<file path="src/rtl/multi_input_conditioner_pkg.sv">
// Shared timing defaults for the input conditioner family, so every user of the
// block debounces, synchronises and detects long presses with the same numbers.
package multi_input_conditioner_pkg;

   localparam int COND_N_DEFAULT    = 4;
   localparam int COND_T_DEFAULT    = 4;
   localparam int COND_SYNC_DEFAULT = 2;
   localparam int COND_HOLD_DEFAULT = 16;

   // A debounce length of 1 still needs a 1-bit counter.
   function automatic int cnt_width(input int t);
      return (t > 1) ? $clog2(t) : 1;
   endfunction

endpackage

</file>
<file path="src/rtl/multi_input_conditioner_channel.sv">
// One conditioner channel: synchroniser chain, T-cycle debounce, registered
// edge pulses and a saturating long-press ("held") detector.
module conditioner_channel
   import multi_input_conditioner_pkg::*;
#(
   parameter int T    = COND_T_DEFAULT,
   parameter int SYNC = COND_SYNC_DEFAULT,
   parameter int HOLD = COND_HOLD_DEFAULT
) (
   input  logic clk,
   input  logic reset,
   input  logic pin,
   output logic conditioned,
   output logic rising,
   output logic falling,
   output logic held
);

   localparam int CW = cnt_width(T);
   localparam int HW = $clog2(HOLD + 1);

   logic [SYNC-1:0] sync_q;
   logic [CW-1:0]   cnt;
   logic [HW-1:0]   hcnt;
   logic            s;
   logic            update;

   assign s      = sync_q[SYNC-1];
   assign update = (s != conditioned) && (cnt == CW'(T - 1));

   // NOTE: reset is sampled on the clock edge and wins over every other update
   // in the same cycle; all state here is flops, so it is cleared explicitly.
   always_ff @(posedge clk) begin
      if (reset) begin
         sync_q      <= '0;
         cnt         <= '0;
         hcnt        <= '0;
         conditioned <= 1'b0;
         rising      <= 1'b0;
         falling     <= 1'b0;
         held        <= 1'b0;
      end else begin
         sync_q[0] <= pin;
         for (int i = 1; i < SYNC; i++) begin
            sync_q[i] <= sync_q[i-1];
         end

         rising  <= update & s;
         falling <= update & ~s;

         // Any agreeing cycle restarts the mismatch run.
         if (s == conditioned) begin
            cnt <= '0;
         end else if (update) begin
            conditioned <= s;
            cnt         <= '0;
         end else begin
            cnt <= cnt + CW'(1);
         end

         // The hold counter starts the cycle after the rise and clears on the
         // same edge the level falls.
         if (conditioned && !update) begin
            if (hcnt != HW'(HOLD)) begin
               hcnt <= hcnt + HW'(1);
            end
            if (hcnt >= HW'(HOLD - 1)) begin
               held <= 1'b1;
            end
         end else begin
            hcnt <= '0;
            held <= 1'b0;
         end
      end
   end

endmodule

</file>
<file path="src/rtl/multi_input_conditioner.sv">
// N independent conditioner channels plus an aggregated any-edge flag; every
// output is registered in the clk domain except the final OR of the pulses.
module multi_input_conditioner
   import multi_input_conditioner_pkg::*;
#(
   parameter int N    = COND_N_DEFAULT,
   parameter int T    = COND_T_DEFAULT,
   parameter int SYNC = COND_SYNC_DEFAULT,
   parameter int HOLD = COND_HOLD_DEFAULT
) (
   input  logic         clk,
   input  logic         reset,
   input  logic [N-1:0] pin,
   output logic [N-1:0] conditioned,
   output logic [N-1:0] rising,
   output logic [N-1:0] falling,
   output logic [N-1:0] held,
   output logic         any_edge
);

   for (genvar i = 0; i < N; i++) begin : g_ch
      conditioner_channel #(
         .T    (T),
         .SYNC (SYNC),
         .HOLD (HOLD)
      ) u_ch (
         .clk         (clk),
         .reset       (reset),
         .pin         (pin[i]),
         .conditioned (conditioned[i]),
         .rising      (rising[i]),
         .falling     (falling[i]),
         .held        (held[i])
      );
   end

   assign any_edge = |(rising | falling);

endmodule
</file>
<file path="config.mk">
export PLATFORM = sky130hd
export DESIGN_NAME = multi_input_conditioner
export DESIGN_NICKNAME = d
export VERILOG_FILES = /design/src/rtl/multi_input_conditioner_pkg.sv /design/src/rtl/multi_input_conditioner_channel.sv /design/src/rtl/multi_input_conditioner.sv
export SDC_FILE = /design/constraint.sdc
export NUM_CORES = 1
export LEC_CHECK = 0
export ABC_AREA = 1
export BUFFER_PORTS_ARGS = -buffer_cell sky130_fd_sc_hd__buf_2
export CAP_MARGIN = 20
export CORE_MARGIN = 1
export CORE_UTILIZATION = 40
export DETAILED_ROUTE_END_ITERATION = 10
export PLACE_DENSITY = 0.59
export RECOVER_POWER = 25
export SLEW_MARGIN = 20
export SYNTH_ARGS = -nofsm -noshare
export SYNTH_HDL_FRONTEND = slang
export SYNTH_SLANG_ARGS = --single-unit
</file>
<file path="constraint.sdc">
create_clock -name clk -period 1.65 [get_ports clk]
set_input_delay 0.165 -clock clk [delete_from_list [all_inputs] [get_ports clk]]
set_output_delay 0.165 -clock clk [all_outputs]
set_load 0.1 [all_outputs]
</file>
## Word level (Yosys, flattened, before mapping)

Cells that the tools add are included.

- Flip-flop bits (word level): 52
- Latch bits: 0
- Bits in writable memories: 0
- ROM bits: 0
- Input bits: 6
- Output and inout bits: 17
- Memories kept: 0

- Add/sub/neg operators: 8
- Multiply operators: 0
- Div/mod/pow operators: 0
- Magnitude comparators: 4
- Equality and inequality tests: 16
- Shift operators: 0
- Mux-type cells: 0
- Bitwise logic cells: 21
- Reduce and logical (&&, ||, !) cells: 25

Operators with widths:

| cell | count |
|---|---|
| 5-bit by 1-bit adder with 5-bit output, second input constant | 4 |
| 5-bit by 4-bit greater-or-equal comparator with 1-bit output, second input constant | 4 |
| 5-bit != test, second input constant | 4 |
| 1-bit inverter | 12 |
| 3-bit OR reduction | 4 |
| 2-bit by 1-bit adder with 2-bit output, second input constant | 4 |
| 1-bit bitwise AND | 8 |
| 2-bit equality test, second input constant | 4 |
| 1-bit logical AND | 8 |
| 2-bit AND reduction | 4 |
| 2-bit OR reduction | 4 |
| 1-bit equality test | 4 |
| 1-bit zero test | 4 |
| 1-bit != test | 4 |
| 4-bit OR | 1 |
| 4-bit OR reduction | 1 |

## Depth between registers and ports, before layout

Gate-level depths: netlist of the first run.

- Word-level depth: 6
- Mapped depth: 7
- Mapped depth without buffers: 7

## Hierarchy

A second synthesis of the first run with hierarchy kept.

- Cells, all modules: 271
- Area, all modules: 2258.4 µm²

Modules (own cells, without submodules):

| module | times used | cells each | area each (µm²) | seq. area each (µm²) |
|---|---|---|---|---|
| conditioner_channel | 4 | 64 | 550.5 | 260.2 |
| multi_input_conditioner | 1 | 15 | 56.3 | 0.0 |

## Worst setup path after synthesis of the first run

No wires, ideal clock.

- Kind: register -> output
- Start point: register g_ch[1].u_ch.falling
- End point: output any_edge
- Data arrival time: 1289 ps
- Data required time: 1485 ps
- Setup slack: 196 ps
- Cell stages (with the launch flop): 3
- Path buffers: 0
- Cell sequence: dfxtp_1 nor2_1 nand4_1

- Cells in the longest elaborated chain, start to end: 2

RTL lines:

| item | line | text |
|---|---|---|
| from (decl) | multi_input_conditioner_channel.sv:15 | `output logic falling,` |
| from (signal assigned) | multi_input_conditioner_channel.sv:49 | `falling <= update & ~s;` |
| 4-bit OR | multi_input_conditioner.sv:37 | `assign any_edge = \|(rising \| falling);` |
| 4-bit OR reduction | multi_input_conditioner.sv:37 |  |
| to (decl) | multi_input_conditioner.sv:18 | `output logic any_edge` |

No other way between the ends.

## Final worst setup path of the first run

Ends and elaborated chain as after synthesis.

==> flow_summary_export.csv, run 1 <==
group,metric,value,unit
timing,rsz0062_at_grt,"false",
route,vias_per_cell,4.48,
yosys,syn_inst,276,
floorplanning,std_cell_rows,27,
yosys,syn_area,0.00227,sq mm
worst_setup_path,reg2reg_depth,6,
global_route,grt_overflow,0,
place,place.gp.congestion,0.781,
global_route,grt_pass1_vias,1484,
clocking,ctsHoldBuffers,0,
route,remaining_drc_errors,0,
min_path,hold_class,"in2reg",
timing,setup_viol,0,
floorplanning,die-area,0.00598,sq mm
route,detail-route-antenna-nets,0,
timing,fmax,721,MHz
timing,maxSlewViolCount,0,
floorplanning,fp.dieW,77.3,um
clocking,htree_levels,2,
yosys,ys_seq_elements,52,
worst_setup_path,r2r_slack,0.42,ns
cells_and_area,areaGrowthSynthToFinish,8.32,%
power_and_ir_drop,leakage,1.07,nW
clocking,cts_resized,0,
worst_setup_path,cp_max_fo,2,
cells_and_area,fin_nets,309,
timing,finalSetupTns,0,ns
clocking,cts_buffers,5,
route,dr.pass1.iters,4,
yosys,syn_avg_cell_area,8.23,sq um
worst_setup_path,worstReg2RegEnd,"g_ch[0].u_ch.held$_SDFFE_PP0P_",
timing,period_share,0.841,
cells_and_area,diodes,0,
floorplanning,core,0.00547,sq mm
yosys,ys_types,22,
yosys,synth_seq_area_share,0.458,
clocking,cts_buffer_depth,2,
worst_setup_path,startpoint,"g_ch[1].u_ch.falling$_SDFF_PP0_",
worst_setup_path,endpoint,"any_edge",
route,wl_per_cell,9.27,um
worst_setup_path,critical_path_class,"reg2out",
cells_and_area,num-fill-cells,572,
timing,hold_viol,0,
timing,max_slew_margin,0.254,
worst_setup_path,path_buf_inv,1,
worst_setup_path,cp.depth,3,
clocking,clkSinkCount,52,
clocking,cts_tree,"yes",
cells_and_area,layout-drive-gt1-share,0.163,
floorplanning,start_util,0.415,
yosys,syn-num-nets,298,
route,wl_met1,1660,um
route,dr.first_iter.drc_count,20,
worst_setup_path,cpPeakStageDelay,0.42,ns
place,port-buffer-count,22,
place,hpwl,2490,um
worst_setup_path,cp_top_family,"buffers and inverters",
global_route,grt_max_degree,25,
job,drv_cap,0,
timing,fin_skew,0.00629,ns
route,met3WireLength,136,um
route,maxUsedRoutingLayer,"met4",
clocking,root_buffer,"clkbuf_8",
clocking,clk_pin_slew,0.09,ns
worst_setup_path,critPathSlowestCell,"buf_2",
cells_and_area,multi_input_area,933,sq um
global_route,grt_usage,0.127,
floorplanning,num_io_pins,23,
clocking,clock_latency,0.30,ns
cells_and_area,register_area,0.00104,sq mm
worst_setup_path,cp_cell_sequence,"nor2_1, nand4_1, buf_2",
worst_setup_path,critPathCaptureType,"primary output",
global_route,antenna_found_initial,0,
timing,tightestPinTransition,1.12,ns
timing,timing.hold.ws,0.0558,ns
route,vias,1614,
yosys,yosys_warnings,0,
worst_setup_path,required,1.48,ns
route,met2_length,1480,um
global_route,grt_pass1_wl,6020,um
worst_setup_path,critPathArrivalTime,1.22,ns
power_and_ir_drop,power.density,913,mW/mm^2
worst_setup_path,r2r-start,"g_ch[0].u_ch.hcnt[0]$_SDFFE_PP0P_",
run_status,status,"finished, final reports clean",
yosys,netlist.top_cell.by_area,"dfxtp_1",
route,wirelength,3340,um
yosys,synth_top_area_frac,0.458,
clocking,cts_setup_buffers,0,
worst_setup_path,crit_path_start_kind,"register",
power_and_ir_drop,max-vdd-ir-drop,291,uV
floorplanning,dieHeight,77.3,um
yosys,synthTopCellsByArea,"dfxtp_1, ha_1, nor2_1",
timing,period_minus_slack,1.39,ns
## where the power goes
| part | total [mW] | switching (mW) | leakage (nW) | internal (mW) |
|---|---|---|---|---|
| Combinational | 0.0396 | 0.0270 | 0.582 | 0.0126 |
| Sequential | 1.27 | 0.00607 | 0.421 | 1.27 |
| Clock | 0.935 | 0.400 | 0.0645 | 0.535 |
| Total | 2.25 | 0.433 | 1.07 | 1.81 |
## worst register-to-register path: cells and delay by family (launching register included)
family | cells | cell delay, ns
fa+ha+maj | 2 | 0.37
flops | 1 | 0.35
simple gates | 3 | 0.31
compound gates | 1 | 0.08
## routing by layer
metal  track usage  vias to the layer above
met5             0                        -
li1              -                      884
met2         0.196                       25
met1         0.156                      697
met3        0.0447                        8
met4        0.0623                        0
## synthesized netlist by cell type (all sizes together)
| cell type | instances |
|---|---|
| dfxtp | 52 |
| nor2 | 43 |
| inv | 42 |
| nand2 | 40 |
| nand3 | 26 |
| buf | 18 |
| a21oi | 17 |
| ha | 16 |
| nor3 | 7 |
| nand4 | 6 |
| o21ai | 4 |
| or2 | 4 |
| nor4 | 1 |
## stage by stage
stage / power (mW) / util / std cells / cell area [sq um] / setup slack, ns
after detailed placement: 1.34 / 0.427 / 352 / 2330 / 0.434
after global routing: 2.34 / 0.449 / 360 / 2460 / 0.166
after global placement: 1.34 / 0.427 / 352 / 2330 / 0.469
after floorplan: 1.33 / - / 276 / 2270 / 0.196
after CTS: 2.28 / 0.450 / 360 / 2460 / 0.238
final: 2.25 / 0.449 / 360 / 2460 / 0.262
## sequential cells by signal (all words and copies together) (netlist names)
name / flops
g_ch.u_ch.falling: 4
g_ch.u_ch.conditioned: 4
g_ch.u_ch.rising: 4
g_ch.u_ch.sync_q: 8
g_ch.u_ch.hcnt: 20
g_ch.u_ch.held: 4
g_ch.u_ch.cnt: 8
## worst min-delay path by stage
| stage | cells after the start | from | to | slack (ns) |
|---|---|---|---|---|
| floorplan | 2 | pin[0] | g_ch[0].u_ch.sync_q[0]$_SDFF_PP0_ | 0.27 |
| global placement | 3 | pin[1] | g_ch[1].u_ch.sync_q[0]$_SDFF_PP0_ | 0.37 |
| detailed placement | 3 | pin[0] | g_ch[0].u_ch.sync_q[0]$_SDFF_PP0_ | 0.37 |
| CTS | 3 | pin[1] | g_ch[1].u_ch.sync_q[0]$_SDFF_PP0_ | 0.05 |
| global route | 3 | pin[1] | g_ch[1].u_ch.sync_q[0]$_SDFF_PP0_ | 0.04 |
| finish | 3 | pin[1] | g_ch[1].u_ch.sync_q[0]$_SDFF_PP0_ | 0.06 |
## final cells by class
type	instances	share of cell area
flip-flops and latches	52	0.423
inverters	42	0.0651
repair buffers	22	0.0443
multi-input cells	164	0.379
clock buffers	7	0.0392
well taps	72	0.0366
clock inverters	1	0.0122
## cells in the final DEF (no fill, tap or decap)
cell type and count:
dfxtp_1 52, nor2_1 41, inv_1 40, nand2_1 39, nand3_1 23, buf_2 21
ha_1 16, a21oi_1 12, nor3_1 7, clkbuf_8 7, nand4_1 6, or2_2 4
a21oi_2 4, o21ai_1 4, nand3_4 3, nor2_2 2, inv_4 1, inv_2 1
a21oi_4 1, nand2_4 1, nor4_2 1, bufinv_16 1, clkbuf_1 1
## cells by family after synthesis
family / after synthesis / share of synthesized area
DFF: 52 / 0.458
buffers and inverters: 60 / 0.131
and+or+nand+nor: 127 / 0.265
adders and majority gates: 16 / 0.0882
AOI/OAI and AO/OA: 21 / 0.0579
Note: power is estimated with default switching activity, not from simulation.
==> run 2: changes to the inputs <==
Clock period 1.65 ns to 1.42 ns, I/O delays scaled along.
==> run 2 against run 1 <==
  * Final cell count grew 0.28%
  * Combinational power grew 17%
  * Clock skew increased by 0.0015 ns
  * Via count down 0.50%
  * Sequential share of layout area grew 0.11 points
  * Sequential power rose by 17%
  * First-iteration DRC count grew to 2.9 times the previous value
  * Clock-buffer cell count decreased by 2
  * Register-to-register slack got worse by 0.23 ns
  * Global-route usage is essentially flat
  * Die area unchanged
  * Routed wire length increased by 0.60%
==> flow_summary_export.csv, run 2 (same netlist as run 1, synthesis figures left out) <==
group,metric,value,unit
timing,rsz0062_at_grt,"false",
floorplanning,core,0.00547,sq mm
global_route,grt_pass1_wl,5920,um
min_path,hold_class,"in2reg",
clocking,clkSinkCount,52,
worst_setup_path,r2r_slack,0.19,ns
worst_setup_path,r2r-start,"g_ch[0].u_ch.hcnt[0]$_SDFFE_PP0P_",
power_and_ir_drop,max-vdd-ir-drop,361,uV
power_and_ir_drop,comb_power_share,0.018,
place,placed_area,0.00234,sq mm
route,wl_per_cell,9.30,um
timing,max_slew_margin,0.440,
route,wirelength,3360,um
timing,tightestPinTransition,0.840,ns
cells_and_area,final_cell_area,0.00245,sq mm
place,hpwl,2500,um
worst_setup_path,startpoint,"g_ch[2].u_ch.conditioned$_SDFFE_PP0P_",
route,dr.first_iter.drc_count,57,
global_route,antenna_found_initial,0,
job,drv_cap,0,
floorplanning,num_io_pins,23,
worst_setup_path,cp_cell_sequence,"buf_2",
route,detail-route-antenna-nets,0,
timing,fmax,742,MHz
min_path,hold_depth,3,
power_and_ir_drop,p_int,2.01,mW
cells_and_area,layout-drive-gt1-share,0.163,
worst_setup_path,cpPeakStageDelay,0.47,ns
cells_and_area,regMostFlops,"g_ch.u_ch.hcnt",
timing,period_share,0.949,
timing,fin_skew,0.00776,ns
clocking,clock_latency,0.30,ns
power_and_ir_drop,leakage,1.06,nW
power_and_ir_drop,power.density,1030,mW/mm^2
cells_and_area,areaGrowthSynthToFinish,8.04,%
timing,period_minus_slack,1.35,ns
run_status,status,"finished, final reports clean",
power_and_ir_drop,p_clk_frac,0.397,
worst_setup_path,critPathArrivalTime,1.20,ns
worst_setup_path,cp_max_fo,4,
worst_setup_path,crit_path_start_kind,"register",
power_and_ir_drop,finalPower,2.53,mW
power_and_ir_drop,switching_power,0.520,mW
global_route,grt_max_degree,18,
clocking,cts_resized,0,
route,dr.pass1.iters,4,
timing,maxSlewViolCount,0,
min_path,hold_start,"pin[1]",
cells_and_area,fin_nets,310,
worst_setup_path,path_buf_inv,1,
floorplanning,die-area,0.00598,sq mm
global_route,grt_overflow,0,
cells_and_area,diodes,0,
floorplanning,dieHeight,77.3,um
worst_setup_path,critPathCaptureType,"primary output",
power_and_ir_drop,swShare,0.206,
cells_and_area,fin_cells,361,
worst_setup_path,critical_path_class,"reg2out",
floorplanning,start_util,0.415,
clocking,htree_levels,2,
clocking,root_buffer,"clkbuf_8",
floorplanning,fp.dieW,77.3,um
worst_setup_path,critPathSlowestCell,"buf_2",
place,place.gp.congestion,0.780,
clocking,ctsHoldBuffers,0,
worst_setup_path,cp_top_family,"buffers and inverters",
clocking,cts_setup_buffers,0,
place,port-buffer-count,22,
cells_and_area,num-fill-cells,570,
cells_and_area,fin_util,0.448,
route,remaining_drc_errors,0,
min_path,min_to,"g_ch[1].u_ch.sync_q[0]$_SDFF_PP0_",
global_route,grt_usage,0.127,
cells_and_area,largest_register_ffs,20,
place,place_inst,353,
route,vias,1606,
floorplanning,std_cell_rows,27,
worst_setup_path,worstReg2RegEnd,"g_ch[0].u_ch.held$_SDFFE_PP0P_",
worst_setup_path,required,1.28,ns
cells_and_area,layout_common_cells,"dfxtp_1, nor2_1, inv_1",
cells_and_area,final_common_cell,"dfxtp_1",
global_route,grt_pass1_vias,1406,
clocking,cts_buffers,5,
clocking,cts_tree,"yes",
clocking,cts_buffer_depth,2,
cells_and_area,top_regs,"g_ch.u_ch.hcnt: 20 flops, g_ch.u_ch.cnt: 8 flops, g_ch.u_ch.sync_q: 8 flops",
route,vias_per_cell,4.45,
clocking,clk_pin_slew,0.09,ns
worst_setup_path,reg2reg_depth,6,
timing,setup_viol,0,
timing,hold_viol,0,
power_and_ir_drop,seq_power_share,0.585,
[run 2: through the flow]
| step | setup TNS, ns | hold WS [ns] | worst slack (ns) |
|---|---|---|---|
| after global routing | 0 | 0.0288 | 0.0120 |
| after detailed placement | 0 | 0.354 | 0.203 |
| final | 0 | 0.0366 | 0.0731 |
| after floorplan | -0.0106 | 0.249 | -0.0106 |
| after CTS | 0 | 0.0282 | 0.0155 |
| after global placement | 0 | 0.345 | 0.238 |
[run 2: worst min-delay path: stages]
cell and delay [ns]:
buf_2 0.10, inv_1 0.04, nor2_1 0.03
[run 2: area by class of cell]
class,count,area [sq um],area share
clock buffers,5,68.8,0.0280
clock inverters,3,42.5,0.0173
inverters,42,160,0.0653
multi-input cells,164,933,0.380
flip-flops and latches,52,1040,0.424
well taps,72,90.1,0.0367
repair buffers,23,118,0.0479
[run 2: how the worst max path moves through the flow]
stage | end | slack, ns | cells past startpoint
2_1_floorplan | any_edge | -0.01 | 2
3_3_place_gp | g_ch[0].u_ch.held$_SDFFE_PP0P_ | 0.24 | 6
3_5_place_dp | g_ch[0].u_ch.held$_SDFFE_PP0P_ | 0.20 | 6
4_1_cts | any_edge | 0.02 | 3
5_1_grt | conditioned[2] | 0.01 | 1
6_report | conditioned[2] | 0.07 | 1
[run 2: metal layers]
metal | global-route usage | part of all wire | vias to the layer above
met3 | 0.0388 | 0.039 | 5
met1 | 0.155 | 0.50 | 702
met4 | 0.0623 | 0.016 | 0
met5 | 0 | 0 | -
li1 | - | - | 878
met2 | 0.201 | 0.45 | 21
[run 2: power by group through the flow]
stage / combinational, mW / clock (mW) / sequential (mW)
5_1_grt: 0.0551 / 1.10 / 1.48
3_3_place_gp: 0.0480 / 0 / 1.51
4_1_cts: 0.0496 / 1.04 / 1.48
6_report: 0.0465 / 1.00 / 1.48
2_1_floorplan: 0.0350 / 0 / 1.51
3_5_place_dp: 0.0491 / 0 / 1.51
==> run 3: changes to the inputs <==
--- a/config.mk
+++ b/config.mk
@@ -17,3 +17,4 @@
 export SYNTH_ARGS = -nofsm -noshare
 export SYNTH_HDL_FRONTEND = slang
+export SYNTH_HIERARCHICAL = 1
 export SYNTH_SLANG_ARGS = --single-unit
==> constraint.sdc (replaced) <==
create_clock -name clk -period 1.42 [get_ports clk]
set_input_delay 0 -clock clk [delete_from_list [all_inputs] [get_ports clk]]
set_output_delay 0 -clock clk [all_outputs]
set_load 0.1 [all_outputs]
==> run 3 against run 2 <==
  * Global-route usage increased by 1.7 points
  * Power about the same
  * Combinational power up 21%
  * Clock skew is 0.0021 ns lower
  * Largest cell class unchanged
==> flow_summary_export.csv, run 3 <==
group,metric,value,unit
cells_and_area,multi_input_area,0.00101,sq mm
yosys,synth_top_area_frac,0.461,
global_route,grt_max_degree,19,
clocking,clk_pin_slew,0.09,ns
job,drv_cap,0,
power_and_ir_drop,finalPower,2.53,mW
floorplanning,dieHeight,77.1,um
min_path,hold_depth,2,
cells_and_area,largest_register_ffs,20,
yosys,ys_top_cells_by_count,"dfxtp_1, inv_1, nand2_1",
cells_and_area,layout_common_cells,"inv_1, nand2_1, dfxtp_1",
cells_and_area,fin_util,0.499,
worst_setup_path,r2r-start,"g_ch[3].u_ch/hcnt[0]$_SDFFE_PP0P_",
cells_and_area,num-fill-cells,542,
clocking,cts_buffer_depth,2,
power_and_ir_drop,max-vdd-ir-drop,602,uV
cells_and_area,register_area,0.00106,sq mm
yosys,syn_avg_cell_area,8.33,sq um
yosys,syn_area,0.00226,sq mm
run_status,status,"finished, final reports clean",
floorplanning,core,0.00527,sq mm
worst_setup_path,crit_path_start_kind,"register",
worst_setup_path,required,1.42,ns
cells_and_area,regMostFlops,"g_ch.u_ch/hcnt",
worst_setup_path,worstReg2RegEnd,"g_ch[3].u_ch/held$_SDFFE_PP0P_",
timing,period_share,0.898,
worst_setup_path,critPathArrivalTime,1.28,ns
yosys,synthTopCellsByArea,"dfxtp_1, ha_1, inv_1",
route,dr.pass1.iters,4,
place,hpwl,2740,um
timing,fin_skew,0.00565,ns
yosys,yosys_warnings,6,
yosys,async_flop_share,0,
worst_setup_path,critPathCaptureType,"primary output",
floorplanning,die-area,0.00595,sq mm
global_route,antenna_found_initial,0,
floorplanning,start_util,0.429,
clocking,cts_resized,0,
timing,timing.hold.ws,0.0658,ns
worst_setup_path,r2r_slack,0.18,ns
worst_setup_path,critical_path_class,"reg2out",
cells_and_area,fin_cells,376,
cells_and_area,fin_nets,327,
yosys,synth_edf_count,0,
worst_setup_path,reg2reg_depth,6,
timing,hold_viol,0,
route,vias_per_cell,4.48,
route,dr.first_iter.drc_count,67,
timing,period_minus_slack,1.28,ns
cells_and_area,areaGrowthSynthToFinish,16.5,%
cells_and_area,diodes,0,
yosys,syn_inst,271,
route,detail-route-antenna-nets,0,
timing,setup_viol,0,
global_route,grt_usage,0.144,
global_route,grt_pass1_vias,1639,
global_route,grt_overflow,0,
route,remaining_drc_errors,0,
clocking,htree_levels,2,
worst_setup_path,cp_max_fo,2,
timing,maxSlewViolCount,0,
clocking,clkSinkCount,52,
route,vias,1686,
clocking,cts_tree,"yes",
yosys,netlist.top_cell.by_area,"dfxtp_1",
floorplanning,num_io_pins,23,
clocking,root_buffer,"clkbuf_8",
clocking,clock_latency,0.30,ns
clocking,cts_buffers,5,
route,wirelength,3690,um
yosys,ys_seq_elements,52,
cells_and_area,top_regs,"g_ch.u_ch/hcnt: 20 flops, g_ch.u_ch/cnt: 8 flops, g_ch.u_ch/sync_q: 8 flops",
place,place.gp.congestion,0.772,
yosys,synth_seq_area_share,0.461,
global_route,grt_pass1_wl,6820,um
yosys,syn-num-nets,293,
min_path,hold_start,"reset",
floorplanning,std_cell_rows,26,
timing,fmax,784,MHz
power_and_ir_drop,leakage,1.16,nW
timing,tightestPinTransition,0.493,ns
power_and_ir_drop,power.density,961,mW/mm^2
cells_and_area,final_common_cell,"inv_1",
place,port-buffer-count,22,
yosys,synth_flop_cell,"dfxtp_1",
yosys,ys_types,16,
min_path,min_to,"g_ch[1].u_ch/sync_q[1]$_SDFF_PP0_",
place,place_inst,364,
cells_and_area,final_cell_area,0.00263,sq mm
floorplanning,fp.dieW,77.1,um
place,placed_area,0.00248,sq mm
timing,rsz0062_at_grt,"false",
cells_and_area,layout-drive-gt1-share,0.271,
timing,max_slew_margin,0.673,
min_path,hold_class,"in2reg",
route,wl_per_cell,9.80,um
==> run 3: how the worst max path moves through the flow <==
stage	from	depth (start not counted)	slack (ns)	to
2_1_floorplan	g_ch[3].u_ch/rising$_SDFF_PP0_	4	-0.05	any_edge
3_3_place_gp	g_ch[3].u_ch/hcnt[0]$_SDFFE_PP0P_	6	0.23	g_ch[3].u_ch/held$_SDFFE_PP0P_
3_5_place_dp	g_ch[2].u_ch/hcnt[0]$_SDFFE_PP0P_	6	0.20	g_ch[2].u_ch/held$_SDFFE_PP0P_
4_1_cts	g_ch[3].u_ch/rising$_SDFF_PP0_	5	0.13	any_edge
5_1_grt	g_ch[3].u_ch/rising$_SDFF_PP0_	5	0.05	any_edge
6_report	g_ch[3].u_ch/rising$_SDFF_PP0_	5	0.14	any_edge
==> run 3: kinds of logic after synthesis <==
family / share of synthesized area
and+or+nand+nor: 0.258
AOI/OAI and AO/OA: 0.0997
adders and majority gates: 0.0886
buffers and inverters: 0.0931
DFF: 0.461
==> run 3: power breakdown <==
group | leakage [nW] | switching [mW] | internal [mW]
combinational | 0.683 | 0.0326 | 0.0236
sequential | 0.427 | 0.00837 | 1.47
clock | 0.0541 | 0.472 | 0.522
==> run 3: final cells by class <==
type,count,area share
well taps,70,0.0333
repair buffers,27,0.0599
clock buffers,5,0.0262
flip-flops and latches,52,0.402
multi-input cells,163,0.383
clock inverters,3,0.0162
inverters,56,0.0799
==> run 3: per-stage QoR <==
step | setup WS [ns] | setup TNS, ns
5_1_grt | 0.0501 | 0
6_report | 0.144 | 0
2_1_floorplan | -0.0497 | -0.0497
3_3_place_gp | 0.232 | 0
4_1_cts | 0.129 | 0
3_5_place_dp | 0.197 | 0
==> run 3: what timing repair did <==
item,CTS,global route
setup buffers,0,0
hold buffers,4,0
hold endpoints to repair,4,0
==> run 3: metal layers <==
layer  up-vias  wire length (um)  track usage
met5         -                 0            0
met4         0                65       0.0623
met3         7               133       0.0369
met2        30              1600        0.237
met1       729              1890        0.177
li1        920                 -            -
==> run 3: worst max-delay path, stage by stage, from the launching register on <==
cell,delay [ns]
dfxtp_2,0.34
inv_1,0.04
nand2_1,0.09
nor2_1,0.05
nand2_1,0.05
buf_2,0.41
